<file path="src/rtl/cond_unit.sv">
// Condition unit: owns the NZCV flags, evaluates each instruction's condition at
// decode, latches the execute decision and gates the control FSM's write enables.
module cond_unit #(
  parameter int unsigned CNT_W = 16
) (
  input  logic             clk,
  input  logic             rst_n,
  input  logic             instr_valid,
  input  logic [3:0]       cond,
  input  logic [3:0]       alu_flags,
  input  logic [1:0]       flag_w,
  input  logic             pc_w_req,
  input  logic             pc_update,
  input  logic             reg_w_req,
  input  logic             mem_w_req,
  input  logic             no_write,
  input  logic             cnt_clr,
  output logic             pc_write,
  output logic             reg_write,
  output logic             mem_write,
  output logic [3:0]       flags,
  output logic             cond_ex_q,
  output logic             cond_undef,
  output logic [CNT_W-1:0] exec_cnt,
  output logic [CNT_W-1:0] skip_cnt
);

  typedef enum logic [3:0] {
    C_EQ = 4'h0, C_NE = 4'h1, C_CS = 4'h2, C_CC = 4'h3,
    C_MI = 4'h4, C_PL = 4'h5, C_VS = 4'h6, C_VC = 4'h7,
    C_HI = 4'h8, C_LS = 4'h9, C_GE = 4'hA, C_LT = 4'hB,
    C_GT = 4'hC, C_LE = 4'hD, C_AL = 4'hE, C_NV = 4'hF
  } cond_e;

  logic [3:0]       r_flags;
  logic             r_cond_ex;
  logic             r_undef;
  logic [CNT_W-1:0] r_exec;
  logic [CNT_W-1:0] r_skip;

  logic             w_nz_we;
  logic             w_cv_we;
  logic [1:0]       w_nz;
  logic [1:0]       w_cv;
  logic             w_ge;
  logic             w_pass;
  logic             w_live;

  assign w_nz_we = flag_w[1] & r_cond_ex;
  assign w_cv_we = flag_w[0] & r_cond_ex;

  // Evaluate on the post-write flags so a same-cycle flag update is seen, per half.
  assign w_nz = w_nz_we ? alu_flags[3:2] : r_flags[3:2];
  assign w_cv = w_cv_we ? alu_flags[1:0] : r_flags[1:0];
  assign w_ge = (w_nz[1] == w_cv[0]);

  always_comb begin
    w_pass = 1'b0;
    case (cond_e'(cond))
      C_EQ:    w_pass =  w_nz[0];
      C_NE:    w_pass = ~w_nz[0];
      C_CS:    w_pass =  w_cv[1];
      C_CC:    w_pass = ~w_cv[1];
      C_MI:    w_pass =  w_nz[1];
      C_PL:    w_pass = ~w_nz[1];
      C_VS:    w_pass =  w_cv[0];
      C_VC:    w_pass = ~w_cv[0];
      C_HI:    w_pass =  (w_cv[1] & ~w_nz[0]);
      C_LS:    w_pass = ~(w_cv[1] & ~w_nz[0]);
      C_GE:    w_pass =  w_ge;
      C_LT:    w_pass = ~w_ge;
      C_GT:    w_pass =  (~w_nz[0] & w_ge);
      C_LE:    w_pass = ~(~w_nz[0] & w_ge);
      C_AL:    w_pass = 1'b1;
      default: w_pass = 1'b0;
    endcase
  end

  always_ff @(posedge clk) begin
    if (!rst_n) begin
      r_flags   <= '0;
      r_cond_ex <= 1'b0;
      r_undef   <= 1'b0;
      r_exec    <= '0;
      r_skip    <= '0;
    end else begin
      if (w_nz_we) r_flags[3:2] <= alu_flags[3:2];
      if (w_cv_we) r_flags[1:0] <= alu_flags[1:0];
      if (instr_valid) r_cond_ex <= w_pass;
      r_undef <= instr_valid & (cond == 4'hF);
      if (cnt_clr) begin
        r_exec <= '0;
        r_skip <= '0;
      end else if (instr_valid) begin
        if (w_pass) begin
          if (r_exec != '1) r_exec <= r_exec + CNT_W'(1);
        end else begin
          if (r_skip != '1) r_skip <= r_skip + CNT_W'(1);
        end
      end
    end
  end

  // Gating is forced off while reset is asserted, before the register has cleared.
  assign w_live    = r_cond_ex & rst_n;
  assign pc_write  = (pc_w_req & w_live) | pc_update;
  assign reg_write = reg_w_req & w_live & ~no_write;
  assign mem_write = mem_w_req & w_live;

  assign flags      = r_flags;
  assign cond_ex_q  = r_cond_ex;
  assign cond_undef = r_undef;
  assign exec_cnt   = r_exec;
  assign skip_cnt   = r_skip;

endmodule

</file>
<file path="config.mk">
export PLATFORM = sky130hd
export DESIGN_NAME = cond_unit
export DESIGN_NICKNAME = d
export VERILOG_FILES = /design/src/rtl/cond_unit.sv
export SDC_FILE = /design/constraint.sdc
export NUM_CORES = 1
export LEC_CHECK = 0
export CAP_MARGIN = 30
export CORE_UTILIZATION = 35
export CTS_BUF_LIST = sky130_fd_sc_hd__clkbuf_4
export CTS_CLUSTER_DIAMETER = 40
export DETAILED_ROUTE_END_ITERATION = 8
export GPL_TIMING_DRIVEN = 1
export PLACE_DENSITY_LB_ADDON = 0.05
export SLEW_MARGIN = 15
export SYNTH_ARGS = -nofsm -noshare
export SYNTH_HDL_FRONTEND = slang
export SYNTH_SLANG_ARGS = --single-unit
</file>
<file path="constraint.sdc">
create_clock -name clk -period 3.56 [get_ports clk]
set_clock_uncertainty 0.05 [all_clocks]
set_input_delay 0.712 -clock clk [delete_from_list [all_inputs] [get_ports clk]]
set_output_delay 0.712 -clock clk [all_outputs]
set_load 0.005 [all_outputs]
</file>
======== Word-level counts from Yosys, hierarchy flattened ========
Cells that the tools add are included.
word-level totals
  register bits after elaboration ......... 38
  output and inout port bits .............. 41
cells by class
  add/sub/neg operators ................... 2
  equality and inequality tests ........... 18
  muxes and demuxes ....................... 3
  bitwise gates (word level) .............. 21
  reductions and logical operators ........ 4
operators by type and width
  operator               number
  $add 16x1->16 const B  2
  $eq 4x4->1 const B     8
  $ne 16x16->1 const B   2
  $eq 4x3->1 const B     4
  $pmux 1 s15            1
  $and 1x1->1            10
  $not 1->1              10
  $eq 4x2->1 const B     2
  $reduce_and 3->1       2
  $eq 4x1->1 const B     1
  $logic_not 4->1        1
  $mux 2                 2
  $reduce_or 2->1        1
  $eq 1x1->1             1
  $or 1x1->1             1

======== Depth between registers and ports, before layout ========
Gate-level depths: netlist (run 1).
  depth after elaboration ................. 8
  depth in mapped cells ................... 10

======== Least setup slack after synthesis (run 1) ========
OpenSTA, ideal clock, no wires.
  kind .................................... input to register
  start point ............................. input alu_flags[3]
  end point ............................... register r_skip[3] (netlist: skip_cnt[3])
  setup time .............................. 70 ps
  arrival time ............................ 2,646 ps
  required time ........................... 3,440 ps
  setup slack ............................. 794 ps
  cell stages on the path ................. 9
  buffers on the path ..................... 2
  path through ............................ and3_1 > clkbuf_1 > o211a_1 > o311a_1 > nor2_1 > nand4_1 > buf_2 > or4_1 > a21oi_1
between the ends
  word-level cells in the longest chain between the ends .. 7
  elaborated cells on any way between the ends .. 9
  those cells by class .................... 1 x eq/ne; 2 x mux; 5 x bitwise; 1 x reduce/logical
ends and longest elaborated chain
  item                                 line    source
  start, declared                      10      input logic [3:0] alu_flags,
  $mux 2 *                             --
  $eq 1x1->1                           55      assign w_ge = (w_nz[1] == w_cv[0]);
  $and 1x1->1                          72, 73
  $not 1->1                            73      C_LE: w_pass = ~(~w_nz[0] & w_ge);
  $pmux 1 s15 *                        59      case (cond_e'(cond))
  $not 1->1 (no source line) *         --
  $reduce_and 3->1 (no source line) *  --
  end signal, assigned                 98      if (r_skip != '1) r_skip <= r_skip + CNT_W'(1);
  end, declared                        39      logic [CNT_W-1:0] r_skip;
Every way passes the cells marked *; elsewhere a longest branch is shown, timed or not.
A chain may end at the register's enable or synchronous reset.

======== Worst setup path in the final report (run 1) ========
  start point ............................. input flag_w[0]
  end point ............................... register r_skip[15] (netlist: skip_cnt[15])
between the ends
  word-level cells in the longest chain between the ends .. 8
  elaborated cells on any way between the ends .. 13
  those cells by class .................... 1 x eq/ne; 2 x mux; 9 x bitwise; 1 x reduce/logical
ends and longest elaborated chain
  item                                 line    source
  start, declared                      11      input logic [1:0] flag_w,
  $and 1x1->1 *                        50      assign w_cv_we = flag_w[0] & r_cond_ex;
  $mux 2 *                             --
  $eq 1x1->1                           55
  $and 1x1->1                          72, 73
  $not 1->1                            73
  $pmux 1 s15 *                        59
  $not 1->1 (no source line) *         --
  $reduce_and 3->1 (no source line) *  --
Marked as above.

==> results of run 1 <==
[final cells by class]
cell class                 count  area (µm²)  area share
sequential                    38         761       0.248
multi-input combinational    221        1430       0.466
tap                           77        96.3      0.0314
inverter                       9        33.8      0.0110
clock buffer                   5        37.5      0.0122
clock inverter                 2        33.8      0.0110
timing repair buffer          69         678       0.221
[stage by stage]
step / utilization / worst slack [ns] / cell area (µm²)
finish: 0.483 / 0.411 / 3070
floorplan: - / 0.794 / 2290
CTS: 0.483 / 0.421 / 3070
global placement: 0.472 / 0.107 / 3000
detailed placement: 0.472 / 0.0476 / 3000
global route: 0.483 / 0.278 / 3070
[kinds of logic after synthesis]
kind of cell	Yosys count
AND/OR/NAND/NOR	131
adder cells (fa/ha/maj)	2
flip-flops	38
AO/OA/AOI/OAI	80
multiplexers	7
buffers and inverters	26
XOR/XNOR	1
[routing by layer]
metal  vias up  global-route usage
li1       1201                   -
met1      1135               0.229
met2        36               0.286
met3         8              0.0308
met4         0              0.0564
met5         -                   0
[registers in the layout, summed over array words and instances, names as in the netlist]
register and cells:
skip_cnt 16, cond_ex_q 1, cond_undef 1, exec_cnt 16
flags 4
[worst min-delay path, delay by kind of cell (launching register included)]
kind          cells  cell delay [ns]
flops             1             0.35
simple gates      1             0.06
mux               1             0.05
[power by group]
part | switching, W | internal [W] | leakage (nW) | total (W)
registers | 0.00000702 | 0.000429 | 0.307 | 0.000436
logic | 0.0000625 | 0.0000625 | 0.741 | 0.000125
clock network | 0.000154 | 0.000142 | 0.0387 | 0.000296
total | 0.000224 | 0.000634 | 1.09 | 0.000857
[cell usage after synthesis, types with 3 or more instances]
| cell | instances | area (µm²) |
|---|---|---|
| o21ai_0 | 6 | 30.0 |
| nor3_1 | 5 | 25.0 |
| o21a_1 | 6 | 45.0 |
| or4_1 | 9 | 67.6 |
| and3_1 | 10 | 62.6 |
| a311oi_1 | 3 | 26.3 |
| a21oi_1 | 18 | 90.1 |
| o31ai_1 | 9 | 67.6 |
| and4_1 | 3 | 26.3 |
| nand2_1 | 21 | 78.8 |
| mux2i_1 | 7 | 70.1 |
| nor2b_1 | 3 | 18.8 |
| or2_2 | 3 | 18.8 |
| buf_1 | 3 | 11.3 |
| buf_2 | 3 | 15.0 |
| dfxtp_1 | 38 | 761 |
| or3_1 | 8 | 50.1 |
| a31oi_1 | 5 | 31.3 |
| nor4_1 | 4 | 25.0 |
| clkbuf_1 | 10 | 37.5 |
| and2_1 | 4 | 25.0 |
| a31o_2 | 3 | 26.3 |
| nand4_1 | 10 | 62.6 |
| inv_1 | 9 | 33.8 |
| nor2_1 | 15 | 56.3 |
| nand2b_1 | 9 | 56.3 |
| nand3_1 | 22 | 110 |
[worst max-delay path by stage]
stage | depth (start not counted) | slack, ns | endpoint
global route | 9 | 0.28 | skip_cnt[5]
global placement | 9 | 0.11 | skip_cnt[3]
finish | 9 | 0.41 | skip_cnt[15]
floorplan | 9 | 0.79 | skip_cnt[3]
detailed placement | 9 | 0.05 | skip_cnt[15]
CTS | 9 | 0.42 | skip_cnt[15]
==> results.md, run 1 <==
* Post-synthesis adder-cell area fraction at 0.0109
* Highest Clock Rate at 318 MHz
* Critical path arrival at 3.37 ns
* CTS Sinks at 38
* Post-synth top flop: dfxtp_1
* DRT met1 WL at 2.99 mm
* Compound-Gate Fraction of Synth Area at 0.260
* Initial antenna violation count at 0
* WL met2 at 2.82 mm
* Leak at 1.09 nW
* Most frequent cells in the layout: clkdlybuf4s50_1, dfxtp_1, nand3_1
* WHS at 0.453 ns
* Max Cap Viol at 0
* Cell count after synthesis at 285
* Cell Area, Synth at 2290 µm²
* Clk buf depth at 2
* Remaining DRCs at 0
* Hold Path Sink: skip_cnt[5]
* Most common cell after layout, fill and taps aside: clkdlybuf4s50_1
* CP delay by family, top: compound AO/OA/AOI/OAI gates
* Total power at 0.000857 W
* TritonCTS Buffers at 5
* Die Span Y at 83.0 µm
* Final min period at 3.15 ns
* Non-filler cells, final at 421
* TritonRoute pass-1 iters at 4
* Die area at 6880 µm²
* R2R depth at 8
* CTS clk-pin slew, worst paths at 0.12 ns
* GPL Wtd Cong at 0.836
* Final Cycle Share at 0.885
* Vias in the first global route at 2086
* Initial Util at 0.361
* R2R setup slack at 0.65 ns
* Buffers on Ports at 59
* Slew HR at 0.431
* First-pass GRT wire length at 9.99 mm
* HP Start: skip_cnt[5]
* Cell Rows at 29
* Nets@finish at 365
* Netlist cell types at 55
* Final hold viol count at 0
* Routed wire length at 6.04 mm
* Critical path class: in -> reg
* Worst setup EP type: register
* Remaining Overflow, GRT at 0
* Post-synth EDFFs at 0
* TNS Setup at 0 ns
* CP cell instances: clkdlybuf4s50_1 -> a21bo_2 -> a2111oi_2 -> a31oi_1 -> a311oi_2 -> nand4_1 -> buf_12 -> or4_1 -> a21oi_1
* Final ANT Viol Nets at 0
* Largest family of logic cells by synthesized area: simple AND/OR/NAND/NOR gates
* Slowest cell delay on critical path at 0.49 ns
* CTS hold repair buffers at 0
* Final Max Tran Viols at 0
* Top layer in use: met4
* Yosys Warn Count at 0
* Worst-Skew Late Latency at 0.35 ns
* Peak supply drop at 0.159 mV
* Critical Path Source Type: primary input
* Hold path cells at 2
* Hold crit path type: reg -> reg
* Vias at 2380
* CTS root buf: clkbuf_4
* Post-synthesis sequential area ratio at 0.332
* WP data required at 3.78 ns
* Initial DRC count at 118
* Number of H-tree levels at 2
* Power Dens Cells at 279 nW/µm²
* Crit path launch: flag_w[0]
* CP max FO at 30
* Worst r2r src: cond_ex_q
* DP Cell Count at 414
* Mux share of post-synthesis cell area at 0.0306
* RR Endpoint: skip_cnt[15]
* Detail Placement HPWL at 4.27 mm
* Synth Area in XOR/XNOR at 0.00382
* Final setup fails at 0
* Gr usage total at 0.173
* Worst Tran Pin Value at 0.854 ns
* Largest net degree at the start of global routing at 31
* WP buf/inv at 2
* Core area at 6350 µm²
* Post-Synth Simple-Gate Area at 0.316
* Layout fillers at 607
* Post-CTS Resized at 0
* Area growth from synthesis to layout at 33.8%
* CTS tree: yes
* Antenna Cells at 0
* Post-CTS Setup Bufs at 0
* Die W at 83.0 µm
* Synth Area per Inst at 8.05 µm²
* Wire per inst at 14.3 µm
* Drt via density at 5.65
* Outcome: finished, final reports clean
* Layout cell share with drive strength beyond 1 at 0.0814
* Num ports at 60
* Mapped Nets at 306
* WL met3 at 143 µm
* #FFs+latches synth at 38
* Critical Path Slowest Stage Cell: clkdlybuf4s50_1
* Async SR Flop Fraction at 0
* RSZ-0062 raised after global routing: no
Note: power is estimated with default switching activity, not from simulation.
==> inputs of run 2 (changes only) <==
CORE_UTILIZATION = 50   (was 35)
PLACE_DENSITY = 0.82   (was unset)
PLACE_DENSITY_LB_ADDON = unset   (was 0.05)
==> run 2 against run 1 <==
Net effect: final area is 0.41% lower; non-clock buffer count is 1 higher; flip-flop and latch count stayed put; total power is 1.4% higher; combinational power hardly changed; wire length is 6.6% lower; critical endpoint is now skip_cnt[4]; utilization is 21 points higher; critical path depth stayed put; register-to-register slack hardly changed; largest cell class unchanged.
==> results.md, run 2 (synthesis gave the netlist of run 1 again) <==
* Buffers on Ports at 59
* Remaining Overflow, GRT at 0
* Detail Placement HPWL at 4.05 mm
* Die area at 4860 µm²
* Leak at 1.09 nW
* Number of H-tree levels at 2
* Final hold viol count at 0
* RSZ-0062 raised after global routing: no
* Cell Rows at 24
* Final setup fails at 0
* Max Cap Viol at 0
* Hold Path Sink: exec_cnt[15]
* Non-filler cells, final at 398
* Worst setup EP type: register
* CP max FO at 30
* TNS Setup at 0 ns
* Die W at 69.7 µm
* TritonCTS Buffers at 5
* Initial Util at 0.523
* Peak supply drop at 0.175 mV
* DP Cell Count at 390
* Vias in the first global route at 2175
* Layout cell share with drive strength beyond 1 at 0.0896
* Layout fillers at 353
* Largest net degree at the start of global routing at 31
* RR Endpoint: skip_cnt[4]
* Final Cycle Share at 0.876
* Final Max Tran Viols at 0
* Wire per inst at 14.2 µm
* Hold crit path type: reg -> reg
* Critical Path Source Type: primary input
* Post-CTS Setup Bufs at 0
* GPL Wtd Cong at 0.879
* Area of the multi-input gates at 1430 µm²
* Initial DRC count at 218
* HP Start: exec_cnt[15]
* Core area at 4380 µm²
* Worst-Skew Late Latency at 0.37 ns
* Antenna Cells at 0
* WHS at 0.448 ns
* Die Span Y at 69.7 µm
* Remaining DRCs at 0
* Worst r2r src: cond_ex_q
* Critical path arrival at 3.35 ns
* Power Dens Cells at 284 nW/µm²
* Routed wire length at 5.64 mm
* Highest Clock Rate at 321 MHz
* Vias at 2443
* CTS root buf: clkbuf_4
* Post-CTS Resized at 0
* Num ports at 60
* First-pass GRT wire length at 9.52 mm
* Clk buf depth at 2
* CTS clk-pin slew, worst paths at 0.14 ns
* Drt via density at 6.14
* Nets@finish at 366
* Logic pwr share at 0.144
* Initial antenna violation count at 0
* Storage cell area at 761 µm²
* Final ANT Viol Nets at 0
* TritonRoute pass-1 iters at 4
* Final instance area at 3060 µm²
* Hold path cells at 2
* Final min period at 3.12 ns
* Worst Tran Pin Value at 0.750 ns
* Area growth from synthesis to layout at 33.3%
* Critical path class: in -> reg
* Net Sw Frac at 0.264
* Total power at 0.000869 W
* WP data required at 3.79 ns
* Reg power frac at 0.502
* Gr usage total at 0.240
* R2R setup slack at 0.66 ns
* Internal at 0.000640 W
* CTS hold repair buffers at 0
* Slew HR at 0.497
* Most common cell after layout, fill and taps aside: clkdlybuf4s50_1
* CTS Sinks at 38
* CTS tree: yes
* Clock Power Share at 0.354
* R2R depth at 9
* Switching power at 0.000229 W
* Outcome: finished, final reports clean
* Dpl cell area at 2970 µm²
* Most frequent cells in the layout: clkdlybuf4s50_1, dfxtp_1, nand3_1
run 2: final cells by class:
| class | count | area share |
|---|---|---|
| well taps | 52 | 0.0213 |
| multi-input cells | 221 | 0.467 |
| inverters | 9 | 0.0111 |
| repair buffers | 70 | 0.224 |
| clock buffers | 5 | 0.0123 |
| clock inverters | 3 | 0.0147 |
| flip-flops and latches | 38 | 0.249 |
run 2: through the flow:
stage,worst slack [ns],util
5_1_grt,0.290,0.697
4_1_cts,0.466,0.697
3_5_place_dp,0.0791,0.678
6_report,0.441,0.697
3_3_place_gp,0.135,0.678
2_1_floorplan,0.794,-
run 2: per-layer routing:
layer / up-vias / global-route usage / share of wire
met2: 90 / 0.408 / 0.47
met5: - / 0 / 0
met1: 1137 / 0.298 / 0.45
met4: 0 / 0.0778 / 0.015
met3: 11 / 0.0581 / 0.068
li1: 1205 / - / -
run 2: power by group through the flow:
stage                     clock [W]  combinational, W  sequential [W]
after floorplan                   0         0.0000698        0.000443
after global placement            0          0.000122        0.000446
after detailed placement          0          0.000124        0.000446
after CTS                  0.000316          0.000125        0.000436
after global routing       0.000326          0.000136        0.000438
final                      0.000308          0.000125        0.000436
run 2: worst max path at each step:
stage | startpoint | end | slack [ns]
global placement | flag_w[0] | skip_cnt[11] | 0.14
floorplan | alu_flags[3] | skip_cnt[3] | 0.79
detailed placement | flag_w[1] | skip_cnt[11] | 0.08
global route | flag_w[1] | skip_cnt[11] | 0.29
CTS | flag_w[1] | skip_cnt[11] | 0.47
finish | flag_w[0] | skip_cnt[4] | 0.44
run 2: critical path: stages:
cell and delay [ns]:
clkdlybuf4s50_1 0.49, a21bo_2 0.28, a2111oi_2 0.35, a31oi_1 0.12, a311oi_2 0.39, nand4_1 0.20
buf_12 0.20, or4_1 0.46, a21oi_1 0.14
